--- config.mk ---
export PLATFORM = sky130hd
export DESIGN_NAME = reg_dump_reader
export DESIGN_NICKNAME = d
export VERILOG_FILES = /design/src/rtl/reg_dump_reader_pkg.sv /design/src/rtl/reg_dump_reader.sv
export SDC_FILE = /design/constraint.sdc
export NUM_CORES = 1
export LEC_CHECK = 0
export CAP_MARGIN = 20
export CORE_MARGIN = 2
export CORE_UTILIZATION = 35
export CTS_CLUSTER_DIAMETER = 40
export DETAILED_ROUTE_END_ITERATION = 8
export PLACE_DENSITY = 0.68
export SYNTH_ARGS = -nofsm -noshare
export SYNTH_HDL_FRONTEND = slang
export SYNTH_SLANG_ARGS = --single-unit
--- constraint.sdc ---
create_clock -name clk -period 1.4 [get_ports clk]
set_input_delay 0.28 -clock clk [delete_from_list [all_inputs] [get_ports clk]]
set_output_delay 0.28 -clock clk [all_outputs]
set_load 0.02 [all_outputs]
--- src/rtl/reg_dump_reader_pkg.sv ---
// Shared constants and FSM encoding for the register-file dump reader.
// REG_DUMP_CHECKSUM_EN adds the SUM state used to emit a trailing checksum word.
package reg_dump_reader_pkg;

  localparam int unsigned DEF_DATA_W   = 16;
  localparam int unsigned DEF_NUM_REGS = 8;
  localparam int unsigned DEF_IDX_W    = 3;

  typedef enum logic [2:0] {
    IDLE    = 3'd0,
    CAPTURE = 3'd1,
    SEND    = 3'd2,
    DONE    = 3'd3
`ifdef REG_DUMP_CHECKSUM_EN
    ,
    SUM     = 3'd4
`endif
  } dumpState_t;

endpackage

--- src/rtl/reg_dump_reader.sv ---
// Walks register indices 0..NUM_REGS-1 on the read-select port and streams each captured word.
// Optional REG_DUMP_CHECKSUM_EN appends a modulo-2^DATA_W sum of all captured words.
module reg_dump_reader
  import reg_dump_reader_pkg::*;
#(
  parameter int unsigned DATA_W   = DEF_DATA_W,
  parameter int unsigned NUM_REGS = DEF_NUM_REGS,
  parameter int unsigned IDX_W    = DEF_IDX_W
) (
  input  logic              clk,
  input  logic              reset,
  input  logic              start,
  output logic [IDX_W-1:0]  sr_sel,
  input  logic [DATA_W-1:0] rd_data,
  output logic [DATA_W-1:0] out_data,
  output logic [IDX_W-1:0]  out_idx,
  output logic              out_valid,
  input  logic              out_ready,
  output logic              out_last,
  output logic              busy,
  output logic              done
);

  dumpState_t       state;
  dumpState_t       stateNext;
  logic [IDX_W-1:0] idx;
  logic             xfer;
  logic             atLast;

`ifdef REG_DUMP_CHECKSUM_EN
  logic [DATA_W-1:0] sum;
`endif

  // out_valid is only ever high in SEND/SUM, so this is the stream handshake
  assign xfer   = out_valid & out_ready;
  assign atLast = (idx == IDX_W'(NUM_REGS - 1));

  always_ff @(posedge clk or negedge reset) begin
    if (!reset) state <= IDLE;
    else        state <= stateNext;
  end

  always_comb begin
    stateNext = state;
    unique case (state)
      IDLE:    if (start) stateNext = CAPTURE;
      CAPTURE: stateNext = SEND;
      SEND: begin
        if (xfer) begin
          if (atLast) begin
`ifdef REG_DUMP_CHECKSUM_EN
            stateNext = SUM;
`else
            stateNext = DONE;
`endif
          end else begin
            stateNext = CAPTURE;
          end
        end
      end
`ifdef REG_DUMP_CHECKSUM_EN
      SUM:     if (xfer) stateNext = DONE;
`endif
      DONE:    stateNext = IDLE;
      default: stateNext = IDLE;
    endcase
  end

  // Index walk, capture and stream registers; sr_sel tracks idx so it is valid in CAPTURE
  always_ff @(posedge clk or negedge reset) begin
    if (!reset) begin
      idx       <= '0;
      sr_sel    <= '0;
      out_data  <= '0;
      out_idx   <= '0;
      out_valid <= 1'b0;
      out_last  <= 1'b0;
      busy      <= 1'b0;
      done      <= 1'b0;
`ifdef REG_DUMP_CHECKSUM_EN
      sum       <= '0;
`endif
    end else begin
      unique case (state)
        IDLE: begin
          if (start) begin
            idx    <= '0;
            sr_sel <= '0;
            busy   <= 1'b1;
`ifdef REG_DUMP_CHECKSUM_EN
            sum    <= '0;
`endif
          end
        end
        CAPTURE: begin
          out_data  <= rd_data;
          out_idx   <= idx;
          out_valid <= 1'b1;
`ifdef REG_DUMP_CHECKSUM_EN
          out_last  <= 1'b0;
          sum       <= sum + rd_data;
`else
          out_last  <= atLast;
`endif
        end
        SEND: begin
          if (xfer) begin
            if (atLast) begin
`ifdef REG_DUMP_CHECKSUM_EN
              // Checksum word reuses the final index and closes the dump
              out_data <= sum;
              out_idx  <= idx;
              out_last <= 1'b1;
`else
              out_valid <= 1'b0;
              out_last  <= 1'b0;
              busy      <= 1'b0;
              done      <= 1'b1;
              idx       <= '0;
              sr_sel    <= '0;
`endif
            end else begin
              idx       <= idx + IDX_W'(1);
              sr_sel    <= idx + IDX_W'(1);
              out_valid <= 1'b0;
            end
          end
        end
`ifdef REG_DUMP_CHECKSUM_EN
        SUM: begin
          if (xfer) begin
            out_valid <= 1'b0;
            out_last  <= 1'b0;
            busy      <= 1'b0;
            done      <= 1'b1;
            idx       <= '0;
            sr_sel    <= '0;
          end
        end
`endif
        DONE:    done <= 1'b0;
        default: ;
      endcase
    end
  end

endmodule
# [Word-level counts from Yosys, hierarchy flattened]
# Cells that the tools add are included.
[word_totals] reg_bits=29 in_bits=20 output_inout_bits=26 wordCells=45
[classes] addsub=1 eq_ne=7 muxes=18 bitwise_logic=1 reduce_logical=10
[ops] operator="2-to-1 mux 3 bit" count=5
[ops] operator="case mux 3 bit (3 select lines)" count=1
[ops] operator="AND reduction 3 bit" count=3
[ops] operator="case mux 1 bit (2 select lines)" count=4
[ops] operator="equality test 3 x 2 -> 1 bit, second input constant" count=2
[ops] operator="2-to-1 mux 1 bit" count=6
[ops] operator="inequality test 2 bit, second input constant" count=3
[ops] operator="case mux 3 bit (2 select lines)" count=1
[ops] operator="nonzero test 2 bit" count=3
[ops] operator="AND reduction 2 bit" count=2
[ops] operator="AND reduction 4 bit" count=1
[ops] operator="adder 3 x 1 -> 3 bit, second input constant" count=1
[ops] operator="equality test 3 x 1 -> 1 bit, second input constant" count=1
[ops] operator="equality test 3 bit, second input constant" count=1
[ops] operator="logical NOT 3 bit" count=1
[ops] operator="2-to-1 mux 2 bit" count=1
[ops] operator="AND 1 bit" count=1

# [Longest topological paths before layout]
[logic_depth] ltp_word=4 ltp_mapped=5 depth_no_buf=5

# [Worst setup path after synthesis]
# No wires, ideal clock.
[synth_timing] path_type="reg-to-reg" startpoint="register idx[0]" endpoint="register busy" setup_ps=129 arrival_ps=1171 required_ps=1271 slack_ps=100 path_stages_with_launch=6 n_path_buf=0 synth_period_minus_slack_ps=1300 cell_sequence="dfrtp_1 > ha_1 > ha_1 > nand3_1 > o21ai_0 > a21oi_1"
[synth_between] elab_chain_cells=3
[synth_lines] element="from (decl)" line="reg_dump_reader.sv:26" rtl="logic [IDX_W-1:0] idx;"
[synth_lines] element="from (signal assigned)" line="reg_dump_reader.sv:123" rtl="idx <= idx + IDX_W'(1);"
[synth_lines] element="equality test 3 bit" line="reg_dump_reader.sv:36" rtl="assign atLast = (idx == IDX_W'(NUM_REGS - 1));"
[synth_lines] element="inequality test 2 bit (no line)"
[synth_lines] element="AND reduction 4 bit (no line)"
[synth_lines] element="to (signal assigned)" line="reg_dump_reader.sv:78" rtl="busy <= 1'b0;"
[synth_lines] element="to (signal assigned)" line="reg_dump_reader.sv:89" rtl="busy <= 1'b1;"
[synth_lines] element="to (signal assigned)" line="reg_dump_reader.sv:117" rtl="busy <= 1'b0;"
[synth_lines] element="to (decl)" line="reg_dump_reader.sv:20" rtl="output logic busy,"
# Every way passes these cells.
# A chain may end at the register's enable or synchronous reset.

# [Worst setup path in the final report]
[layout_timing] startpoint="register done" endpoint="output done"
[layout_lines] element="from (decl)" line="reg_dump_reader.sv:21" rtl="output logic done"
[layout_lines] element="from (signal assigned)" line="reg_dump_reader.sv:79" rtl="done <= 1'b0;"
[layout_lines] element="from (signal assigned)" line="reg_dump_reader.sv:118" rtl="done <= 1'b1;"
[layout_lines] element="from (signal assigned)" line="reg_dump_reader.sv:141" rtl="DONE: done <= 1'b0;"
# No word-level cell between the ends.

==> flow_summary.ini <==
[global_routing]
antenna_found_initial = 0
overflow = 0
grt_start_max_net_pins = 29
first_global_vias = 903
grt_pass1_wl_mm = 4.057
globalRouteTotalUtil_pct = 14.74

[power_and_ir_drop]
seqPwrFrac_pct = 39.0
p_sw_share_pct = 38.40
ir_worst_vdd_mv = 0.9989
power_density_mw_per_mm2 = 2034
p_sw_uw = 1312
combPwrFrac_pct = 51.8
power.leakage_uw = 0.0007962
clkPwrFrac_pct = 9.3
p_int_uw = 2105

[floorplan]
ios = 46
rows = 20
dieArea_sq_mm = 0.003722
die_h_um = 61.01
initial_core_util_pct = 36.95
die_x_um = 61.01
core_area_sq_mm = 0.003078

[routing]
routed-via-count = 833
drtIter0Drc = 13
wl_per_cell_um = 13.38
final_antenna_net_count = 0
drt_wl_total_mm = 2.328
firstDrtPassIters = 4
drc = 0
viasPerCell = 4.787

[timing]
fin_worst_skew_ns = 0.002116
rsz0062_at_grt = no
finalCritPeriodShare_pct = 95.67
period_needed_ns = 1.339
max_freq_mhz = 746.6
maxSlewViolCount = 0
finalHoldViolCount = 0
timing.hold.ws_ns = 0.3061
finalSetupViolCount = 0
relSlewSlack_pct = 79.94
worst_slew_pin_slew_ns = 0.3007
setup_tns_ns = 0

[clock_network]
clockBufferDepth = 2
cts_buffers = 3
cts_root_buffer = clkbuf_4
clk_pin_slew_ns = 0.14
cts.sinks = 28
cts_htree_levels = 1
cts_tree = done
hold_buffers = 0
insertion_delay_ns = 0.31

[worst_setup_path]
crit_family = flip-flops
critPathBufInv = 1
crit_chain = dlygate4sd2_1
end_kind = output port
critical_path.endpoint = done
worstRegToRegCells = 5
reg2reg_to = busy$_DFFE_PN0P_
worst-path-max-fanout = 2
critical_path_depth = 1
slowest_stage = dfrtp_1
worst_setup_path_start_kind = flip-flop
cp.arrival_ns = 1.06
reg2reg_slack_ns = 0.14
rr_startpoint = idx[1]$_DFFE_PN0P_
critical_path_class = flip-flop to output port
required_ns = 1.12
critPathLaunch = done$_DFFE_PN0P_
slowest_delay_ns = 0.42

[finish]
num-nets-final = 154
final_util_pct = 54.59
seq_area_sq_um = 700.7
final_cell_mix = 28 x dfrtp_1, 22 x dlygate4sd2_1, 19 x clkdlybuf4s50_1, 18 x mux2_2, 7 x buf_4
layout-drive-gt1-share_pct = 29.23
fillers = 297
diodes = 0
syn_to_final_growth_pct = 47.74
final_common_cell = dfrtp_1
multi_input_area_sq_um = 401.6

[yosys]
synth_top_area_share_pct = 61.61
yosysTopAreaCell = dfrtp_1
synth_fp_nets = 98
avgSynthCellArea_sq_um = 14.97
synth-seq-area-share_pct = 61.61
synth.distinct_cells = 20
synth_seq_cells = 28
synthTopCellsByArea = dfrtp_1 62%, mux2_2 18%, ha_1 2.2%
synth_edf_count = 0
syn_inst = 76
netlist_area_sq_mm = 0.001137
synth-main-ff-cell = dfrtp_1
synth-warning-count = 0
async_reset_ff_share_pct = 100.0

[placement]
gp_congestion = 0.7416
dp_hpwl_mm = 1.697
port_buffers = 45

[worst_hold_path]
hold_path_class = primary input to asynchronous set/reset pin

[flow_run]
cap_viol_max_count = 0

[run_status]
status = completed
## power by group through the flow
stage / Combinational [uW] / Sequential (uW) / Clock, uW
after floorplan: 691 / 1770 / 0
after global placement: 1950 / 1350 / 0
after detailed placement: 1990 / 1370 / 0
after CTS: 1780 / 1340 / 334
after global routing: 1920 / 1380 / 369
final: 1770 / 1330 / 317
## how the worst min path moves through the flow
stage	end	start	slack, ns	cells after the start
CTS	out_last$_DFFE_PN0P_	reset	0.30	2
global placement	out_data[10]$_DFFE_PN0N_	out_data[10]$_DFFE_PN0N_	0.48	1
finish	out_last$_DFFE_PN0P_	reset	0.31	2
detailed placement	out_data[10]$_DFFE_PN0N_	out_data[10]$_DFFE_PN0N_	0.49	1
global route	done$_DFFE_PN0P_	reset	0.31	2
floorplan	busy$_DFFE_PN0P_	reset	-0.02	0
## routing by layer
| layer | up-vias | part of all wire [%] | GRT usage, % |
|---|---|---|---|
| met2 | 31 | 53 | 27.34 |
| met5 | - | 0 | 0 |
| met1 | 415 | 40 | 17.44 |
| met4 | 0 | 0.47 | 2.795 |
| li1 | 385 | - | - |
| met3 | 2 | 6.4 | 3.412 |
## state kept, by name (all words and copies together), names as in the netlist
name and flops:
out_valid 1, idx 3, out_data 16, out_last 1
state 2, done 1, out_idx 3, busy 1
## cell type report
class	instances	area share [%]
clock buffers	3	1.340
inverters	4	0.8935
multi-input cells	42	23.90
flip-flops and latches	28	41.70
well taps	44	3.276
repair buffers	53	28.89
## cell usage after synthesis, types with 2 or more instances
library cell	count
buf_6	2
nand2_1	2
a21oi_1	4
mux2_2	18
inv_1	4
a22o_2	2
dfrtp_1	28
ha_1	2
o21ai_0	3
## through the flow
stage                     power, uW  worst slack [ns]  cell area (sq um)  std cells
after floorplan                2465            0.1002               1137         76
after global placement         3303          -0.04088               1685        170
after detailed placement       3352          -0.06552               1685        170
after CTS                      3450           0.01468               1677        173
after global routing           3669          0.004104               1680        174
final                          3418           0.06064               1680        174
## kinds of logic after synthesis
family          Yosys count  share of synthesized area [%]
mux                      19                          18.81
fa+ha+maj                 2                          2.200
buf+inv                   6                          3.300
compound gates           14                          9.462
simple gates              7                          4.620
flops                    28                          61.61
## timing repair
item | CTS | global route
gates resized for setup | 27 | 8
buffers inserted | 0 | 1
pin swaps | 0 | 0
endpoints found under the setup margin | 26 | 7
(Power assumes the default switching activity.)
